### src/rtl/prog_loader_pkg.sv
// Shared types and constants for the UART boot-time program loader.
package prog_loader_pkg;
    typedef enum logic [1:0] {LEN, DATA, DONE, ERR} loader_state_t;
    localparam int UART_BITS = 8;
endpackage

### src/rtl/prog_loader_uart_rx.sv
// 8N1 UART receiver: 2-flop synchroniser, start-bit glitch reject, mid-bit sampling.
// Emits a one-cycle byte_valid or frame_err_pulse at the stop-bit sample; start_valid when a start bit is confirmed.
module uart_rx
    import prog_loader_pkg::*;
#(
    parameter int CLKS_PER_BIT = 434
) (
    input  logic       clk,
    input  logic       n_reset,
    input  logic       rx,
    output logic [7:0] rx_byte,
    output logic       byte_valid,
    output logic       frame_err_pulse,
    output logic       start_valid
);
    localparam int CW = $clog2(CLKS_PER_BIT);
    localparam logic [CW-1:0] HALF_M1 = CW'(CLKS_PER_BIT / 2 - 1);
    localparam logic [CW-1:0] FULL_M1 = CW'(CLKS_PER_BIT - 1);

    typedef enum logic [1:0] {RX_IDLE, RX_START, RX_DATA, RX_STOP} rx_state_t;

    rx_state_t     state;
    logic          rx_meta, rx_sync, rx_prev;
    logic [CW-1:0] cnt;
    logic [2:0]    bit_idx;

    always_ff @(posedge clk) begin
        if (!n_reset) begin
            rx_meta         <= 1'b1;
            rx_sync         <= 1'b1;
            rx_prev         <= 1'b1;
            state           <= RX_IDLE;
            cnt             <= '0;
            bit_idx         <= '0;
            rx_byte         <= '0;
            byte_valid      <= 1'b0;
            frame_err_pulse <= 1'b0;
            start_valid     <= 1'b0;
        end else begin
            rx_meta         <= rx;
            rx_sync         <= rx_meta;
            rx_prev         <= rx_sync;
            byte_valid      <= 1'b0;
            frame_err_pulse <= 1'b0;
            start_valid     <= 1'b0;
            case (state)
                RX_IDLE: begin
                    if (rx_prev && !rx_sync) begin
                        state <= RX_START;
                        cnt   <= '0;
                    end
                end
                RX_START: begin
                    // Half a bit after the falling edge the line must still be low.
                    if (cnt == HALF_M1) begin
                        cnt <= '0;
                        if (rx_sync) begin
                            state <= RX_IDLE;
                        end else begin
                            state       <= RX_DATA;
                            bit_idx     <= '0;
                            start_valid <= 1'b1;
                        end
                    end else begin
                        cnt <= cnt + 1'b1;
                    end
                end
                RX_DATA: begin
                    if (cnt == FULL_M1) begin
                        cnt     <= '0;
                        rx_byte <= {rx_sync, rx_byte[7:1]};
                        if (bit_idx == 3'(UART_BITS - 1)) begin
                            state <= RX_STOP;
                        end else begin
                            bit_idx <= bit_idx + 1'b1;
                        end
                    end else begin
                        cnt <= cnt + 1'b1;
                    end
                end
                RX_STOP: begin
                    if (cnt == FULL_M1) begin
                        cnt             <= '0;
                        state           <= RX_IDLE;
                        byte_valid      <= rx_sync;
                        frame_err_pulse <= !rx_sync;
                    end else begin
                        cnt <= cnt + 1'b1;
                    end
                end
                default: state <= RX_IDLE;
            endcase
        end
    end
endmodule

### src/rtl/prog_loader.sv
// Boot loader: receives a length-prefixed little-endian program over UART and writes it to imem.
// Holds the core in reset until the last word is written; any framing error is terminal until reset.
module prog_loader
    import prog_loader_pkg::*;
#(
    parameter int          CLKS_PER_BIT = 434,
    parameter int          MAX_WORDS    = 1024,
    parameter logic [31:0] ADDR_BASE    = 32'h0
) (
    input  logic        clk,
    input  logic        n_reset,
    input  logic        rx,
    output logic        imem_we,
    output logic [31:0] imem_addr,
    output logic [31:0] imem_wdata,
    output logic        cpu_n_reset,
    output logic        busy,
    output logic        done,
    output logic        frame_err
);
    logic [7:0]    rx_byte;
    logic          byte_valid, frame_err_pulse, start_valid;
    loader_state_t state;
    logic [1:0]    lane;
    logic [23:0]   acc;
    logic [31:0]   len, idx;
    logic [31:0]   word_next;

    uart_rx #(.CLKS_PER_BIT(CLKS_PER_BIT)) u_rx (
        .clk            (clk),
        .n_reset        (n_reset),
        .rx             (rx),
        .rx_byte        (rx_byte),
        .byte_valid     (byte_valid),
        .frame_err_pulse(frame_err_pulse),
        .start_valid    (start_valid)
    );

    // First byte received ends up in bits [7:0] after four shifts.
    assign word_next = {rx_byte, acc};

    always_ff @(posedge clk) begin
        if (!n_reset) begin
            state       <= LEN;
            lane        <= '0;
            acc         <= '0;
            len         <= '0;
            idx         <= '0;
            imem_we     <= 1'b0;
            imem_addr   <= ADDR_BASE;
            imem_wdata  <= '0;
            cpu_n_reset <= 1'b0;
            busy        <= 1'b0;
            done        <= 1'b0;
            frame_err   <= 1'b0;
        end else begin
            imem_we <= 1'b0;
            if (byte_valid) begin
                acc  <= word_next[31:8];
                lane <= lane + 1'b1;
            end
            case (state)
                LEN, DATA: begin
                    if (start_valid) busy <= 1'b1;
                    if (frame_err_pulse) begin
                        state     <= ERR;
                        frame_err <= 1'b1;
                        busy      <= 1'b0;
                    end else if (state == LEN) begin
                        if (byte_valid && lane == 2'd3) begin
                            len <= word_next;
                            idx <= '0;
                            if (word_next == 32'd0) begin
                                state       <= DONE;
                                done        <= 1'b1;
                                cpu_n_reset <= 1'b1;
                                busy        <= 1'b0;
                            end else if (word_next > 32'(MAX_WORDS)) begin
                                state     <= ERR;
                                frame_err <= 1'b1;
                                busy      <= 1'b0;
                            end else begin
                                state <= DATA;
                            end
                        end
                    end else begin
                        if (byte_valid && lane == 2'd3) begin
                            imem_we    <= 1'b1;
                            imem_addr  <= ADDR_BASE + (idx << 2);
                            imem_wdata <= word_next;
                        end
                        // Bytes are many cycles apart, so the strobe cycle never overlaps a new byte.
                        if (imem_we) begin
                            idx <= idx + 32'd1;
                            if (idx == len - 32'd1) begin
                                state       <= DONE;
                                done        <= 1'b1;
                                cpu_n_reset <= 1'b1;
                                busy        <= 1'b0;
                            end
                        end
                    end
                end
                DONE: ;
                ERR: ;
                default: state <= ERR;
            endcase
        end
    end
endmodule

### config.mk
export PLATFORM = sky130hd
export DESIGN_NAME = prog_loader
export DESIGN_NICKNAME = d
export VERILOG_FILES = /design/src/rtl/prog_loader_pkg.sv /design/src/rtl/prog_loader_uart_rx.sv /design/src/rtl/prog_loader.sv
export SDC_FILE = /design/constraint.sdc
export NUM_CORES = 1
export LEC_CHECK = 0
export ABC_CLOCK_PERIOD_IN_PS = 4000
export CAP_MARGIN = 25
export CORE_MARGIN = 2
export CORE_UTILIZATION = 58
export CTS_CLUSTER_SIZE = 10
export DETAILED_ROUTE_END_ITERATION = 7
export PLACE_DENSITY = 0.85
export REMOVE_ABC_BUFFERS = 1
export SYNTH_ARGS = -nofsm -noshare
export SYNTH_HDL_FRONTEND = slang
export SYNTH_HIERARCHICAL = 1
export SYNTH_SLANG_ARGS = --single-unit
export TNS_END_PERCENT = 30
### constraint.sdc
create_clock -name clk -period 4 [get_ports clk]
set_clock_uncertainty 0.2 [all_clocks]
set_input_delay 1.2 -clock clk [delete_from_list [all_inputs] [get_ports clk]]
set_output_delay 1.2 -clock clk [all_outputs]
set_load 0.02 [all_outputs]
==> out/results.tsv <==
metric	value	unit
clockBufferDepth	2	
dp.cells	1227	
grt_remaining_overflow	0	
cpMaxStageDelayCell	nor4_4	
viasPerCell	5.62	
maxSlewViolCount	0	
antenna_found_initial	0	
tightest_slew	0.897	ns
synthToLayoutAreaGrowth	15.4	%
dr.pass1.iters	5	
yosys_most_used_dff	dfxtp_1	
root_buffer	clkbuf_16	
hold_buffers	0	
drc	0	
start_kind	register	
post_cts_buffers	0	
cp_cell_sequence	nor4_4 > nand4_1 > buf_4 > nor4_1 > nand3_1 > a2111oi_2 > nand4_1 > nor4b_4 > a21oi_1	
ys.warnings.count	6	
pwr-share-seq	51.8	%
start_util	59.7	%
crit_family	simple AND/OR/NAND/NOR gates	
critPathKind	register to register	
synth_enable_flop_cells	0	
period_minus_slack	3.26	ns
cp_slowest_stage_delay	0.48	ns
clk_pin_slew	0.07	ns
stdcell_count	1259	
status	complete, no violations	
clkLatencyLatePin	0.43	ns
clkPwrFrac	46.2	%
cts_num_sinks	186	
gp_congestion	0.873	
swShare	21.8	%
drive_gt1_share	6.05	%
ys_ff_latch	186	
layout.nets	1073	
clock.fmax	307	MHz
synth_top_area_share	42.6	%
met1_length	9240	µm
ant_nets	0	
grt_pass1_vias	6526	
dp_hpwl	13700	µm
wire_per_inst	15.4	µm
cp-end-kind	register	
synth_area_per_cell	8.51	µm²
maxUsedRoutingLayer	met4	
p_comb_share	2.0	%
cts_tree	built	
internal-power	2810	µW
worst_ir_drop_vdd	0.000343	V
grt_max_degree	62	
grt_pass1_wl	32300	µm
cap_viol_max_count	0	
n_fill_cell	1146	
critPathBufInv	1	
hold_class	register to register	
rsz0062_at_grt	false	
drt_iter0_drc	573	
io_pins	72	
synthTopCellsByArea	dfxtp_1, nand2_1, a21boi_0, xor2_1, mux2i_1	
die-area	16100	µm²
core-area	14600	µm²
worst-endpoint-arrival	3.37	ns
cp_max_fo	9	
routed_wl	19400	µm
syn_area	8740	µm²
post_synth_num_cell_types	67	
fin_tns_setup	0	ns
netlist.top_cell.by_area	dfxtp_1	
antenna_cells	0	
row_count	44	
cts.htree.levels	4	
cpMostUsedCell	nand4_1	
grt.total_usage	24.8	%
cts-resized-gates	0	
die_w	127	µm
p_per_area	356	nW/µm²
synthArstFlopShare	0	%
register_area	3720	µm²
vias	7073	
wl_met3	939	µm
setup_violations	0	
p_sw	782	µW
port_buffers	69	
ys_seq_area_share	42.6	%
hold_viol	0	
post-route-period-util	81.5	%
final_util	68.8	%
multi_input_area	4690	µm²
die-height	127	µm
p_leak	0.00353	µW
met2_length	8810	µm
cp.required	4.11	ns
cts_inserted_buffers	17	
synth_cells	1026	
timing.slew.headroom	39.8	%
## worst paths after layout
path | to | startpoint | slack [ns] | cells after the start
setup / recovery | state[0] | len[2] | 0.74 | 9
setup reg to reg | state[0] | len[2] | 0.74 | 9
hold / removal | u_rx/rx_sync | u_rx/rx_meta | 0.21 | 1
hold reg to reg | u_rx/rx_sync | u_rx/rx_meta | 0.21 | 1
## cells in the mapped netlist, types with 7 or more instances
cell type and n:
or4_1 7, inv_1 13, nor2_1 61, ha_1 8
clkbuf_1 58, nand3_1 22, a21boi_0 98, and3_1 9
nor3_1 14, dfxtp_1 186, xnor2_1 27, nand4_1 18
nor4_1 21, xor2_1 45, a21oi_1 18, nor2b_1 26
or3_1 14, mux2i_1 36, o21a_1 7, and2_1 7
o21ai_0 16, nand2_1 225
## stage by stage
step                      hold WS (ns)  instance area (µm²)  total power (µW)  worst slack [ns]
final                            0.214                10100              3590             0.741
after global routing             0.225                10100              3710             0.510
after CTS                        0.218                10100              3610             0.718
after detailed placement         0.202                 9500              1970             0.726
after global placement           0.189                 9470              1970             0.849
after floorplan                  0.186                 8460              1940             0.492
## power by group through the flow
| stage | combinational (µW) | clock (µW) | sequential (µW) |
|---|---|---|---|
| global route | 79.3 | 1780 | 1860 |
| floorplan | 43.3 | 0 | 1900 |
| finish | 73.0 | 1660 | 1860 |
| CTS | 73.1 | 1680 | 1860 |
| detailed placement | 72.8 | 0 | 1900 |
| global placement | 71.8 | 0 | 1900 |
## worst reg2reg max path, stage by stage (launching register included)
cell and delay (ns):
dfxtp_1 0.41, nor4_4 0.48, nand4_1 0.16, buf_4 0.20, nor4_1 0.36, nand3_1 0.14, a2111oi_2 0.43, nand4_1 0.26
nor4b_4 0.39, a21oi_1 0.11
## layer usage
metal / vias up / global-route usage (%)
met3: 35 / 5.02
li1: 3600 / -
met5: - / 0
met4: 0 / 9.31
met1: 3260 / 33.8
met2: 178 / 39.1
## cell usage in the layout, fill, tap and decap left out, types with 3 or more instances in the layout
| cell | count |
|---|---|
| nand2b_1 | 6 |
| nor2b_1 | 26 |
| nor3_1 | 14 |
| or4_4 | 3 |
| and4_1 | 5 |
| a21oi_1 | 18 |
| nand3b_1 | 5 |
| o31ai_1 | 6 |
| nand4_1 | 18 |
| nor4_1 | 21 |
| clkdlybuf4s50_1 | 68 |
| or4_1 | 7 |
| xor2_1 | 45 |
| buf_4 | 13 |
| inv_6 | 3 |
| clkinv_4 | 3 |
| o21a_1 | 7 |
| nand3_1 | 22 |
| or2_2 | 3 |
| mux2i_1 | 36 |
| nor2_1 | 60 |
| a21boi_0 | 98 |
| clkinvlp_4 | 3 |
| and2_1 | 7 |
| a22o_1 | 4 |
| clkbuf_16 | 17 |
| and3_1 | 9 |
| o211ai_1 | 6 |
| or3_1 | 14 |
| dfxtp_1 | 186 |
| inv_1 | 13 |
| xnor2_1 | 27 |
| nand2_1 | 225 |
| o21ai_0 | 16 |
| a211oi_1 | 5 |
| ha_1 | 8 |
## logic make-up (layout without fill, tap and decap cells)
family,after synthesis,after routing,share of synthesized area [%]
AND/OR/NAND/NOR,463,463,26.1
flip-flops,186,186,42.6
AO/OA/AOI/OAI,180,180,14.8
buffers and inverters,79,127,3.75
XOR/XNOR,72,72,7.22
multiplexers,37,37,4.25
adder cells (fa/ha/maj),8,8,1.15
other,1,2,0.0429
## registers in the layout, indices dropped and copies added (netlist names), 2 cells and up, named ones only
register / flops
acc: 24
idx: 32
imem_addr: 30
imem_wdata: 32
lane: 2
len: 32
state: 2
u_rx/bit_idx: 3
u_rx/cnt: 9
u_rx/rx_byte: 8
## layout make-up
cell class,count,share of cell area (%)
multi-input cells,762,46.6
flip-flops and latches,186,36.9
repair buffers,82,8.00
clock buffers,19,4.30
well taps,184,2.28
clock inverters,13,1.44
inverters,13,0.484
No activity file was read; power rests on OpenSTA's default activity.
==> RTL edit (same settings) <==
Compare `cnt` against `HALF_M1` with >= in place of ==.
--- a/src/rtl/prog_loader_uart_rx.sv
+++ b/src/rtl/prog_loader_uart_rx.sv
@@ -54,3 +54,3 @@
                     // Half a bit after the falling edge the line must still be low.
-                    if (cnt == HALF_M1) begin
+                    if (cnt >= HALF_M1) begin
                         cnt <= '0;
Check against the original RTL: no difference found for any inputs over 4 cycles, from zero or initial values and one cycle with n_reset low; that may be too few to reach the edited logic, so the function may still have changed.
==> RTL edit against the original RTL <==
Global-route usage down 0.58 points. Combinational power shrank 20%. Worst hold slack improved by 7.6 ps. Via count is 2.1% higher. Power shrank 0.21%. Sequential cell count unchanged. Setup slack lost 29 ps. Area after synthesis grew 0.92%. Final cell count about the same. Highest routed layer unchanged. Design area grew 0.25%. Wire length is 1.1% lower. Largest power group unchanged. Core utilization down 1.6 points.
==> RTL edit: results (changes against the original RTL) <==
Detailed routing
  • WL/cell: 15.26 um (was 15.43 um)
  • Starting DRT DRC Count: 461 (was 573)
  • DR vias: 7218 (was 7073)

CTS
  • Resize count post-CTS: 0 (unchanged)
  • Root Buffer: clkbuf_16 (unchanged)
  • Longest Clk Path Bufs: 2 (unchanged)
  • Clk_lat worst skew: 440 ps
  • Setup bufs post-CTS: 0 (unchanged)

Place
  • HPWL after detailed placement: 13.08 mm (was 13.69 mm)
  • Placed standard-cell area: 0.009514 mm2 (was 0.009500 mm2)
  • Number of I/O port buffers: 69 (unchanged)
  • Placer Congestion: 0.9087 (was 0.8731)
  • Pre-CTS setup slack: 772.0 ps (was 725.9 ps)

Finish
  • Final #Nets: 1070 (was 1073)
  • Share of cells above drive strength 1: 6.716% (was 6.047%)
  • # fillers: 1215 (was 1146)

Critical path
  • Worst Path Arrival: 3460 ps (was 3370 ps)
  • Critical path peak fanout: 8 (was 9)

Global route
  • First-pass GRT wire length: 32.06 mm (was 32.32 mm)
  • Vias in the first global route: 6676 (was 6526)
  • Total Routing Usage GR: 24.19% (was 24.78%)
  • Largest net degree at the start of global routing: 59 (was 62)

Power
  • Worst vdd ir: 0.2956 mV (was 0.3428 mV)
  • Leakage power: 3.417 nW (was 3.532 nW)

Logic synthesis
  • Yosys cell types: 85 (was 67)
  • Most frequent cells after synthesis: nand2_1 (229), dfxtp_1 (186), a21boi_0 (99), clkbuf_1 (54), nor2_1 (51) (was nand2_1 (225), dfxtp_1 (186), a21boi_0 (98), nor2_1 (61), clkbuf_1 (58))
  • Register area share after synthesis: 42.24% (was 42.62%)
  • Area contributors post-synth: dfxtp_1 (42%), nand2_1 (9.8%), a21boi_0 (8.4%) (was dfxtp_1 (43%), nand2_1 (9.7%), a21boi_0 (8.4%))

Status
  • Status: finished clean (unchanged)

STA
  • Worst-Margin Slew: 1103 ps (was 896.9 ps)

Hold path
  • Min-delay worst type: flop to flop (unchanged)
==> RTL edit: path summary, 6_finish.rpt <==
path                  endpoint          from  slack, ps  cells past startpoint
setup / recovery      state[0]        len[0]        710                     10
hold / removal    u_rx/rx_sync  u_rx/rx_meta        220                      1
setup reg to reg      state[0]        len[0]        710                     10
hold reg to reg   u_rx/rx_sync  u_rx/rx_meta        220                      1
==> RTL edit: final cells by class <==
cell class                 instances  area share, %
sequential                       186          36.85
tap                              188          2.328
inverter                          15         0.5573
timing repair buffer              79          7.678
clock buffer                      21          4.755
clock inverter                    11          1.077
multi-input combinational        760          46.75
==> RTL edit: cells by family (layout without fill, tap and decap cells) <==
group	Yosys count	in the layout	synth area share (%)
other	1	2	0.04254
AND/OR/NAND/NOR	464	464	25.92
multiplexers	36	36	4.158
adder cells (fa/ha/maj)	8	8	1.135
XOR/XNOR	63	63	6.415
flip-flops	186	186	42.24
AO/OA/AOI/OAI	187	187	15.80
buffers and inverters	83	126	4.300
==> RTL edit: critical path, cell delays in order (launching register included) <==
cell	delay, ps
dfxtp_1	460
inv_1	80
ha_1	310
o21ba_1	200
a221o_1	340
a2111oi_0	390
nand4_1	210
nor4b_4	330
nand4b_2	240
mux2_4	330
a21oi_2	130
==> RTL edit: stage by stage <==
step / util (%) / setup TNS [ps] / instances
floorplan: - / -167840 / 961
finish: 67.21 / 0 / 1260
global placement: 63.29 / 0 / 1228
global route: 67.21 / 0 / 1260
CTS: 67.21 / 0 / 1260
detailed placement: 63.29 / 0 / 1228
==> RTL edit: routing by layer <==
layer	vias up	wire, um	track usage [%]
met3	41	861	4.439
met2	200	8984	39.04
met4	0	489	9.890
met1	3385	8888	32.16
li1	3592	-	-
met5	-	0	0
==> RTL edit: power by group <==
part           internal [mW]  switching, mW  total [mW]
Sequential              1.85        0.00243        1.86
Combinational         0.0246         0.0340      0.0585
Clock                  0.932          0.739        1.67
